### src/rtl/taxi_axil_if.sv
// AXI4-Lite bus bundle with separate write and read master/slave views.
// Latency: none, wires only.
// Backpressure: standard AXI valid/ready on each of the five channels.
interface taxi_axil_if #(
  parameter int ADDR_W = 32,
  parameter int DATA_W = 32,
  parameter int STRB_W = DATA_W / 8,
  parameter int USER_W = 1
) ();
  // write address channel
  logic [ADDR_W-1:0] awaddr;
  logic [2:0]        awprot;
  logic [USER_W-1:0] awuser;
  logic              awvalid;
  logic              awready;
  // write data channel
  logic [DATA_W-1:0] wdata;
  logic [STRB_W-1:0] wstrb;
  logic [USER_W-1:0] wuser;
  logic              wvalid;
  logic              wready;
  // write response channel
  logic [1:0]        bresp;
  logic              bvalid;
  logic              bready;
  // read address channel
  logic [ADDR_W-1:0] araddr;
  logic [2:0]        arprot;
  logic [USER_W-1:0] aruser;
  logic              arvalid;
  logic              arready;
  // read data channel
  logic [DATA_W-1:0] rdata;
  logic [1:0]        rresp;
  logic              rvalid;
  logic              rready;

  modport wr_mst (
    output awaddr, awprot, awuser, awvalid, input awready,
    output wdata, wstrb, wuser, wvalid, input wready,
    input bresp, bvalid, output bready
  );

  modport wr_slv (
    input awaddr, awprot, awuser, awvalid, output awready,
    input wdata, wstrb, wuser, wvalid, output wready,
    output bresp, bvalid, input bready
  );

  modport rd_mst (
    output araddr, arprot, aruser, arvalid, input arready,
    input rdata, rresp, rvalid, output rready
  );

  modport rd_slv (
    input araddr, arprot, aruser, arvalid, output arready,
    output rdata, rresp, rvalid, input rready
  );
endinterface

### src/rtl/taxi_axil_req_arb.sv
// Round-robin arbiter sharing one AXI4-Lite master among PORTS single-beat requesters.
// Latency: grant in request cycle, address beat +1, response pulse +3 minimum (zero-wait slave).
// Backpressure: one transaction in flight; others wait on req_ready, responses have no backpressure.
module taxi_axil_req_arb #(
  parameter int PORTS  = 4,
  parameter int ADDR_W = 32,
  parameter int DATA_W = 32,
  parameter int STRB_W = DATA_W / 8
) (
  input  logic                     clk,
  input  logic                     rst_n,
  input  logic [PORTS-1:0]         req_valid,
  output logic [PORTS-1:0]         req_ready,
  input  logic [PORTS-1:0]         req_we,
  input  logic [PORTS*ADDR_W-1:0]  req_addr,
  input  logic [PORTS*DATA_W-1:0]  req_wdata,
  input  logic [PORTS*STRB_W-1:0]  req_wstrb,
  output logic [PORTS-1:0]         rsp_valid,
  output logic [DATA_W-1:0]        rsp_rdata,
  output logic [1:0]               rsp_resp,
  taxi_axil_if.wr_mst              m_axil_wr,
  taxi_axil_if.rd_mst              m_axil_rd
);
  localparam int PW = (PORTS > 1) ? $clog2(PORTS) : 1;

  typedef enum logic [2:0] {
    IDLE,
    WR_ADDR,
    WR_RESP,
    RD_ADDR,
    RD_RESP
  } state_t;

  state_t            state;
  logic [PW-1:0]     ptr;
  logic [PW-1:0]     gnt_q;
  logic [ADDR_W-1:0] addr_q;
  logic [DATA_W-1:0] wdata_q;
  logic [STRB_W-1:0] wstrb_q;
  logic              awvalid_q;
  logic              wvalid_q;
  logic              bready_q;
  logic              arvalid_q;
  logic              rready_q;

  logic              grant_vld;
  logic [PW-1:0]     grant_idx;
  logic [PW-1:0]     ptr_next;
  logic              aw_done;
  logic              w_done;

  // first pending request at or above ptr, wrapping around
  always_comb begin
    int j;
    j         = 0;
    grant_vld = 1'b0;
    grant_idx = '0;
    for (int i = 0; i < PORTS; i++) begin
      j = int'(ptr) + i;
      if (j >= PORTS) j = j - PORTS;
      if (!grant_vld && req_valid[j]) begin
        grant_vld = 1'b1;
        grant_idx = PW'(j);
      end
    end
  end

  assign ptr_next = (grant_idx == PW'(PORTS - 1)) ? '0 : grant_idx + 1'b1;

  // gated by rst_n so a requester held high during reset never sees an acceptance
  assign req_ready = (rst_n && state == IDLE && grant_vld) ? (PORTS'(1) << grant_idx) : '0;

  // a channel counts as done once its valid has dropped or is handshaking now
  assign aw_done = !awvalid_q || m_axil_wr.awready;
  assign w_done  = !wvalid_q  || m_axil_wr.wready;

  assign m_axil_wr.awaddr  = addr_q;
  assign m_axil_wr.awprot  = 3'b000;
  assign m_axil_wr.awuser  = '0;
  assign m_axil_wr.awvalid = awvalid_q;
  assign m_axil_wr.wdata   = wdata_q;
  assign m_axil_wr.wstrb   = wstrb_q;
  assign m_axil_wr.wuser   = '0;
  assign m_axil_wr.wvalid  = wvalid_q;
  assign m_axil_wr.bready  = bready_q;
  assign m_axil_rd.araddr  = addr_q;
  assign m_axil_rd.arprot  = 3'b000;
  assign m_axil_rd.aruser  = '0;
  assign m_axil_rd.arvalid = arvalid_q;
  assign m_axil_rd.rready  = rready_q;

  // transaction sequencer: latch grant, drive AXI channels, pulse the response back
  always_ff @(posedge clk or negedge rst_n) begin
    if (!rst_n) begin
      state     <= IDLE;
      ptr       <= '0;
      gnt_q     <= '0;
      addr_q    <= '0;
      wdata_q   <= '0;
      wstrb_q   <= '0;
      awvalid_q <= 1'b0;
      wvalid_q  <= 1'b0;
      bready_q  <= 1'b0;
      arvalid_q <= 1'b0;
      rready_q  <= 1'b0;
      rsp_valid <= '0;
      rsp_rdata <= '0;
      rsp_resp  <= '0;
    end else begin
      rsp_valid <= '0;
      case (state)
        IDLE: begin
          if (grant_vld) begin
            gnt_q   <= grant_idx;
            addr_q  <= req_addr[grant_idx*ADDR_W +: ADDR_W];
            wdata_q <= req_wdata[grant_idx*DATA_W +: DATA_W];
            wstrb_q <= req_wstrb[grant_idx*STRB_W +: STRB_W];
            ptr     <= ptr_next;
            if (req_we[grant_idx]) begin
              state     <= WR_ADDR;
              awvalid_q <= 1'b1;
              wvalid_q  <= 1'b1;
            end else begin
              state     <= RD_ADDR;
              arvalid_q <= 1'b1;
            end
          end
        end
        WR_ADDR: begin
          if (m_axil_wr.awready) awvalid_q <= 1'b0;
          if (m_axil_wr.wready)  wvalid_q  <= 1'b0;
          if (aw_done && w_done) begin
            state    <= WR_RESP;
            bready_q <= 1'b1;
          end
        end
        WR_RESP: begin
          if (m_axil_wr.bvalid) begin
            bready_q  <= 1'b0;
            rsp_resp  <= m_axil_wr.bresp;
            rsp_rdata <= '0;
            rsp_valid <= PORTS'(1) << gnt_q;
            state     <= IDLE;
          end
        end
        RD_ADDR: begin
          if (m_axil_rd.arready) begin
            arvalid_q <= 1'b0;
            rready_q  <= 1'b1;
            state     <= RD_RESP;
          end
        end
        RD_RESP: begin
          if (m_axil_rd.rvalid) begin
            rready_q  <= 1'b0;
            rsp_resp  <= m_axil_rd.rresp;
            rsp_rdata <= m_axil_rd.rdata;
            rsp_valid <= PORTS'(1) << gnt_q;
            state     <= IDLE;
          end
        end
        default: state <= IDLE;
      endcase
    end
  end
endmodule

### src/flat_wrapper.sv
// flat-port wrapper written by rule: the top's interface ports become plain ports
module taxi_axil_req_arb_flat 
#(
  parameter int PORTS  = 4,
  parameter int ADDR_W = 32,
  parameter int DATA_W = 32,
  parameter int STRB_W = DATA_W / 8
)
  (clk, rst_n, req_valid, req_ready, req_we, req_addr, req_wdata, req_wstrb, rsp_valid, rsp_rdata, rsp_resp, m_axil_wr_awaddr, m_axil_wr_awprot, m_axil_wr_awuser, m_axil_wr_awvalid, m_axil_wr_awready, m_axil_wr_wdata, m_axil_wr_wstrb, m_axil_wr_wuser, m_axil_wr_wvalid, m_axil_wr_wready, m_axil_wr_bresp, m_axil_wr_bvalid, m_axil_wr_bready, m_axil_rd_araddr, m_axil_rd_arprot, m_axil_rd_aruser, m_axil_rd_arvalid, m_axil_rd_arready, m_axil_rd_rdata, m_axil_rd_rresp, m_axil_rd_rvalid, m_axil_rd_rready);
  taxi_axil_if #(.ADDR_W(ADDR_W), .DATA_W(DATA_W), .STRB_W(STRB_W)) m_axil_wr_i ();
  taxi_axil_if #(.ADDR_W(ADDR_W), .DATA_W(DATA_W), .STRB_W(STRB_W)) m_axil_rd_i ();
  input  logic clk;
  input  logic rst_n;
  input  logic [PORTS-1:0] req_valid;
  output logic [PORTS-1:0] req_ready;
  input  logic [PORTS-1:0] req_we;
  input  logic [PORTS*ADDR_W-1:0] req_addr;
  input  logic [PORTS*DATA_W-1:0] req_wdata;
  input  logic [PORTS*STRB_W-1:0] req_wstrb;
  output logic [PORTS-1:0] rsp_valid;
  output logic [DATA_W-1:0] rsp_rdata;
  output logic [1:0] rsp_resp;
  output wire logic [$bits(m_axil_wr_i.awaddr)-1:0] m_axil_wr_awaddr;
  output wire logic [$bits(m_axil_wr_i.awprot)-1:0] m_axil_wr_awprot;
  output wire logic [$bits(m_axil_wr_i.awuser)-1:0] m_axil_wr_awuser;
  output wire logic [$bits(m_axil_wr_i.awvalid)-1:0] m_axil_wr_awvalid;
  input wire logic [$bits(m_axil_wr_i.awready)-1:0] m_axil_wr_awready;
  output wire logic [$bits(m_axil_wr_i.wdata)-1:0] m_axil_wr_wdata;
  output wire logic [$bits(m_axil_wr_i.wstrb)-1:0] m_axil_wr_wstrb;
  output wire logic [$bits(m_axil_wr_i.wuser)-1:0] m_axil_wr_wuser;
  output wire logic [$bits(m_axil_wr_i.wvalid)-1:0] m_axil_wr_wvalid;
  input wire logic [$bits(m_axil_wr_i.wready)-1:0] m_axil_wr_wready;
  input wire logic [$bits(m_axil_wr_i.bresp)-1:0] m_axil_wr_bresp;
  input wire logic [$bits(m_axil_wr_i.bvalid)-1:0] m_axil_wr_bvalid;
  output wire logic [$bits(m_axil_wr_i.bready)-1:0] m_axil_wr_bready;
  output wire logic [$bits(m_axil_rd_i.araddr)-1:0] m_axil_rd_araddr;
  output wire logic [$bits(m_axil_rd_i.arprot)-1:0] m_axil_rd_arprot;
  output wire logic [$bits(m_axil_rd_i.aruser)-1:0] m_axil_rd_aruser;
  output wire logic [$bits(m_axil_rd_i.arvalid)-1:0] m_axil_rd_arvalid;
  input wire logic [$bits(m_axil_rd_i.arready)-1:0] m_axil_rd_arready;
  input wire logic [$bits(m_axil_rd_i.rdata)-1:0] m_axil_rd_rdata;
  input wire logic [$bits(m_axil_rd_i.rresp)-1:0] m_axil_rd_rresp;
  input wire logic [$bits(m_axil_rd_i.rvalid)-1:0] m_axil_rd_rvalid;
  output wire logic [$bits(m_axil_rd_i.rready)-1:0] m_axil_rd_rready;
  assign m_axil_wr_awaddr = m_axil_wr_i.awaddr;
  assign m_axil_wr_awprot = m_axil_wr_i.awprot;
  assign m_axil_wr_awuser = m_axil_wr_i.awuser;
  assign m_axil_wr_awvalid = m_axil_wr_i.awvalid;
  assign m_axil_wr_i.awready = m_axil_wr_awready;
  assign m_axil_wr_wdata = m_axil_wr_i.wdata;
  assign m_axil_wr_wstrb = m_axil_wr_i.wstrb;
  assign m_axil_wr_wuser = m_axil_wr_i.wuser;
  assign m_axil_wr_wvalid = m_axil_wr_i.wvalid;
  assign m_axil_wr_i.wready = m_axil_wr_wready;
  assign m_axil_wr_i.bresp = m_axil_wr_bresp;
  assign m_axil_wr_i.bvalid = m_axil_wr_bvalid;
  assign m_axil_wr_bready = m_axil_wr_i.bready;
  assign m_axil_rd_araddr = m_axil_rd_i.araddr;
  assign m_axil_rd_arprot = m_axil_rd_i.arprot;
  assign m_axil_rd_aruser = m_axil_rd_i.aruser;
  assign m_axil_rd_arvalid = m_axil_rd_i.arvalid;
  assign m_axil_rd_i.arready = m_axil_rd_arready;
  assign m_axil_rd_i.rdata = m_axil_rd_rdata;
  assign m_axil_rd_i.rresp = m_axil_rd_rresp;
  assign m_axil_rd_i.rvalid = m_axil_rd_rvalid;
  assign m_axil_rd_rready = m_axil_rd_i.rready;
  taxi_axil_req_arb #(.PORTS(PORTS), .ADDR_W(ADDR_W), .DATA_W(DATA_W), .STRB_W(STRB_W)) u_core (.clk(clk), .rst_n(rst_n), .req_valid(req_valid), .req_ready(req_ready), .req_we(req_we), .req_addr(req_addr), .req_wdata(req_wdata), .req_wstrb(req_wstrb), .rsp_valid(rsp_valid), .rsp_rdata(rsp_rdata), .rsp_resp(rsp_resp), .m_axil_wr(m_axil_wr_i), .m_axil_rd(m_axil_rd_i));
endmodule
### config.mk
export PLATFORM = sky130hd
export DESIGN_NAME = taxi_axil_req_arb_flat
export DESIGN_NICKNAME = d
export VERILOG_FILES = /design/src/rtl/taxi_axil_if.sv /design/src/rtl/taxi_axil_req_arb.sv /design/src/flat_wrapper.sv
export SDC_FILE = /design/constraint.sdc
export NUM_CORES = 1
export LEC_CHECK = 0
export BUFFER_PORTS_ARGS = -buffer_cell sky130_fd_sc_hd__buf_2
export CORE_AREA = 3 3 183 185
export CTS_CLUSTER_SIZE = 24
export DETAILED_ROUTE_END_ITERATION = 8
export DIE_AREA = 0 0 186 188
export PLACE_DENSITY_LB_ADDON = 0.3
export SKIP_CTS_REPAIR_TIMING = 1
export SYNTH_ARGS = -nofsm -noshare
export SYNTH_HDL_FRONTEND = slang
export SYNTH_SLANG_ARGS = --single-unit
export TNS_END_PERCENT = 5
### constraint.sdc
create_clock -name clk -period 2.6 [get_ports clk]
set_input_delay 0.52 -clock clk [delete_from_list [all_inputs] [get_ports clk]]
set_output_delay 0.52 -clock clk [all_outputs]
set_load 0.02 [all_outputs]
# After elaboration in Yosys (flattened, before gate mapping)
# Index checks and enable logic that the tools add are counted.
# Widths: inputs -> output; s select.
word_totals:
  regBits: 118
  out_inout_bits: 156
  in_bits: 323
  wordCells: 137
op_classes:
  n_addsub: 8
  n_lt_le_gt_ge: 9
  muxes: 60
  shift: 5
  n_reduce_logical: 27
  eq_ne: 14
ops:
  columns: ["operator", "n"]
  rows:
  - ["$shiftx 128x8->32", 2]
  - ["$mux 32", 6]
  - ["$lt 32x4->1 const B", 4]
  - ["$ge 32x4->1 const B", 3]
  - ["$sub 32x4->32 const B", 3]
  - ["$pmux 32 s2", 1]
  - ["$mux 1", 24]
  - ["$mux 2", 8]
  - ["$shiftx 16x5->4", 1]
  - ["$mux 3", 5]
  - ["$pmux 3 s5", 1]
  - ["$ne 2x2->1 const B", 7]
  - ["$mux 4", 3]
  - ["$reduce_and 4->1", 3]
  - ["$bmux 1 s2", 5]
  - ["$pmux 1 s2", 5]
  - ["$reduce_bool 2->1", 5]
  - ["$reduce_and 3->1", 3]
  - ["$pmux 4 s2", 1]
  - ["$shl 1x2->4 const A", 2]
  - ["$add 2x2->3 const B", 2]
  - ["$eq 3x2->1 const B", 2]
  - ["$logic_and 1x1->1", 6]
  - ["$logic_not 1->1", 5]
  - ["14 further kinds", 16]

# Depth between registers and ports, before layout
depth:
  word_depth: 20
  depth_mapped: 8
  mapped_depth_nobuf: 7

# Worst setup path after synthesis
# OpenSTA, ideal clock, no wires.
synth_timing:
  kind: "input -> output"
  start: "in req_valid[2]"
  end: "out req_ready[2]"
  n_path_buf: 2
  cell_stages: 8
  setup_slack_ns: 0.289
  arrival_ns: 1.791
  path_cell_list: "nor2b_1 nor3b_1 o22a_2 inv_4 buf_6 buf_6 ha_1 and3_1"
synth_via:
  elab_chain_cells: 15
synth_lines:
  columns: ["item", "line", "text"]
  rows:
  - ["start, declared", "flat_wrapper.sv:14", "input logic [PORTS-1:0] req_valid;"]
  - ["$bmux 1 s2", "taxi_axil_req_arb.sv:61", "if (!grant_vld && req_valid[j]) begin"]
  - ["$mux 1 (implied by the code) (2 in a row)", "taxi_axil_req_arb.sv:61", null]
  - ["$mux 1", "taxi_axil_req_arb.sv:61", null]
  - ["$logic_not 1->1", "taxi_axil_req_arb.sv:61", null]
  - ["$logic_and 1x1->1", "taxi_axil_req_arb.sv:61", null]
  - ["$mux 1", "taxi_axil_req_arb.sv:61", null]
  - ["$logic_not 1->1", "taxi_axil_req_arb.sv:61", null]
  - ["$logic_and 1x1->1", "taxi_axil_req_arb.sv:61", null]
  - ["$mux 1", "taxi_axil_req_arb.sv:61", null]
  - ["$logic_not 1->1", "taxi_axil_req_arb.sv:61", null]
  - ["$logic_and 1x1->1", "taxi_axil_req_arb.sv:61", null]
  - ["$mux 2 *", "taxi_axil_req_arb.sv:61", null]
  - ["via u_core.grant_idx[0]", "taxi_axil_req_arb.sv:47", "logic [PW-1:0] grant_idx;"]
  - ["$shl 1x2->4 *", "taxi_axil_req_arb.sv:71", "assign req_ready = (rst_n && state == IDLE && grant_vld) ? (PORTS'(1) << grant_idx) : '0;"]
  - ["$mux 4 *", "taxi_axil_req_arb.sv:71", null]
  - ["end, declared", "flat_wrapper.sv:15", "output logic [PORTS-1:0] req_ready;"]
# The timed path passes the listed nets; every way through them passes the cells marked *. The select of a mux whose other input is x is not followed.

# Worst setup path after layout
layout_timing:
  start: "reg u_core.ptr[1]"
  end: "out req_ready[1]"
layout_via:
  elab_chain_cells: 17
layout_lines:
  columns: ["item", "line", "text"]
  rows:
  - ["start, declared", "taxi_axil_req_arb.sv:35", "logic [PW-1:0] ptr;"]
  - ["start signal, assigned", "taxi_axil_req_arb.sv:118", "ptr <= ptr_next;"]
  - ["parallel branches: the longest is 14 deep, another holds $sub 32x4->32", null, null]
  - ["$mux 2 *", "taxi_axil_req_arb.sv:61", null]
  - ["via u_core.grant_idx[1]", "taxi_axil_req_arb.sv:47", null]
  - ["$shl 1x2->4 *", "taxi_axil_req_arb.sv:71", null]
  - ["$mux 4 *", "taxi_axil_req_arb.sv:71", null]
# Mark *: on every way through the listed nets, which the timed path passes. The select of a mux whose other input is x is not followed.

==> metrics <==
die height 188 um; crit path DAT 2000 ps; grt total ovfl 0; Reg2Reg Setup Slack 370 ps; slew at the pin closest to its max-slew limit 662 ps; drt wl/cell 17.8 um; first-pass GRT wire length 38600 um; initial DRC count 227; #FFs+latches synth 118; Final HPWL DP 20300 um; RD Place Congestion 0.768; via count 6518; Post-Synth XOR/XNOR Area 0%; async set-reset flop share out of synthesis 100%; Cell Chain, Critical Path a21boi_1 -> o32a_4 -> inv_2 -> ha_1 -> and3_1 -> buf_2; I/O Buffers 469; All-Layer GR Usage 14.3%; Synth Area per Inst 11.5 um2; core area 32200 um2; antenna violations before repair 3; Crit-path slowest cell dfrtp_1; CP Capture Type output port; Ports 479; mux contribution to synthesized area 19.9%; Slew HR 55.9%; PD cells 1250 nW/um2; Distinct cells, synth 45; area occupied by multi-input gates 3400 um2; remaining antenna violation count 0; cts bufs inserted 17; final hold viol count 0; Leak 5.68 nW; MaxCap Viol Count 0; area fraction of the dominant cell type after synthesis 42.2%; Die W 186 um; Total Nets Final 1369; final setup fails 0; critical path's top delay family compound AO/OA/AOI/OAI gates; fin worst setup slack 84.5 ps; synth warn 0; largest family of logic cells by synthesized area multiplexers; CTS tree done; row cnt 66; placed cells 1430; Synth area leader dfrtp_1; Slew Viols, Final 0; Total Wirelength 26000 um; WS Path Type reg -> out; filler cell count 3388; worst-skew pair later-pin latency 430 ps; WP data required 2080 ps; Clock Skew 25.1 ps; via/cell ratio 4.45; Final Cycle Share 96.7%; synthesis-to-layout area growth 45.7%; most area-consuming cells after synthesis dfrtp_1 42%, mux2i_1 20%, o221ai_2 7.1%, buf_4 4.6%, o221ai_1 4.4%; DRC Markers 0; fraction of layout cells with a size suffix above 1 57.1%; Mapped Cells 610; Clock Tree Root clkbuf_16; simple-gate area share of the yosys netlist 9.24%; Hold Startpoint m_axil_rd_rdata[1]; Total Neg Setup Slack 0 ps; crit path time final 2520 ps; Worst path max stage delay 470 ps; CP Launch Point u_core.ptr[1]; Post-synth EDFFs 0; # clock sinks 118; CTS max path bufs 2; vias in the first global route 6776; largest fanout on the critical path 6; Reg-to-Reg Start u_core.ptr[0]; Worst Path Buf+Inv 2; die area 35000 um2; Seq/Total Area, Yosys 42.2%; pre-CTS worst setup slack 175 ps; Commonest cells post-synth 139 x mux2i_1, 118 x dfrtp_1, 58 x nand2_1; RSZ-0062 raised after global routing no; synthesized-area fraction occupied by adder cells 0.715%; H-tree depth 4; most frequent cell after synthesis mux2i_1; DRT Pass-1 Iters 6; cell area after synthesis 7000 um2; Max VDD drop 0.000462 V; Reg area 2950 um2; post-layout util 31.7%; pin count of the biggest net entering global routing 118; outcome completed; Post-synth top flop dfrtp_1; Tot Pwr 0.0127 W; non-filler instance count after layout 1464; Synth Area in Compound Gates 18.0%; clk slew on worst S/H paths 80 ps; Initial Util 21.7%; Worst Hold Class in -> reg; startpoint class of the critical path flip-flop; Max Clk Rate 0.398 GHz
registers in the layout, indices dropped and copies added, names as in the netlist, 2 cells and up:
register,flops
u_core.m_axil_wr.wstrb,4
u_core.rsp_resp,2
u_core.state,3
u_core.rsp_valid,4
u_core.gnt_q,2
u_core.m_axil_rd.araddr,32
u_core.rsp_rdata,32
u_core.m_axil_wr.wdata,32
u_core.ptr,2
power breakdown:
part | total [W] | switching, W | internal [W]
sequential | 0.00332 | 0.000646 | 0.00268
clock | 0.00256 | 0.00102 | 0.00154
combinational | 0.00683 | 0.00404 | 0.00279
cell families after synthesis:
kind of cell | Yosys count
adders and majority gates | 4
AOI/OAI and AO/OA | 126
other | 1
buffers and inverters | 94
and+or+nand+nor | 128
muxes | 139
DFF | 118
cell type report:
cell class / instances / share of cell area (%)
Timing Repair Buffer: 495 / 26.4
Sequential cell: 118 / 29.0
Multi-Input combinational cell: 406 / 33.4
Clock buffer: 17 / 4.17
Clock inverter: 14 / 1.88
Inverter: 4 / 0.221
Antenna cell: 2 / 0.0491
Tap cell: 408 / 5.00
path summary, 6_finish.rpt:
kind	to	cells after the start
hold / removal	u_core.rsp_rdata[1]	2
setup / recovery	req_ready[1]	6
hold reg to reg	u_core.m_axil_wr.wdata[27]	2
min in group asynchronous	u_core.ptr[0]	2
setup reg to reg	u_core.m_axil_rd.araddr[29]	8
max in group asynchronous	u_core.m_axil_rd.araddr[8]	3
metrics by stage:
| step | hold slack (ps) | cell area, um2 |
|---|---|---|
| finish | 301 | 10200 |
| global route | 285 | 10200 |
| global placement | 307 | 9560 |
| detailed placement | 308 | 9560 |
| CTS | -145 | 10200 |
| floorplan | 224 | 7030 |
per-layer routing:
layer	global-route usage, %	wire [um]	vias to the layer above
met5	0	13	-
met4	3.41	278	2
met3	4.25	2090	20
met2	25.1	13100	288
met1	17.1	10500	3107
li1	-	-	3101
cells in the final DEF (no fill, tap or decap), drive strengths merged:
master / count
clkbuf: 17
nor3b: 1
o22a: 1
inv: 12
o31a: 1
nand3b: 3
and3: 6
o21a: 1
buf: 494
nor3: 3
a21oi: 5
o32a: 1
nor2: 11
or3: 1
or2: 1
dlygate4sd3: 1
nor4: 1
ha: 4
o31ai: 1
a221oi: 1
dfrtp: 118
a21o: 1
nand2: 90
a31oi: 2
nand2b: 3
o22ai: 1
clkinv: 3
conb: 9
diode: 2
mux2i: 139
o221ai: 68
o21ai: 9
a22o: 33
a21boi: 1
bufinv: 3
nor2b: 4
nand3: 4
Power figures use the tool's default switching activity.
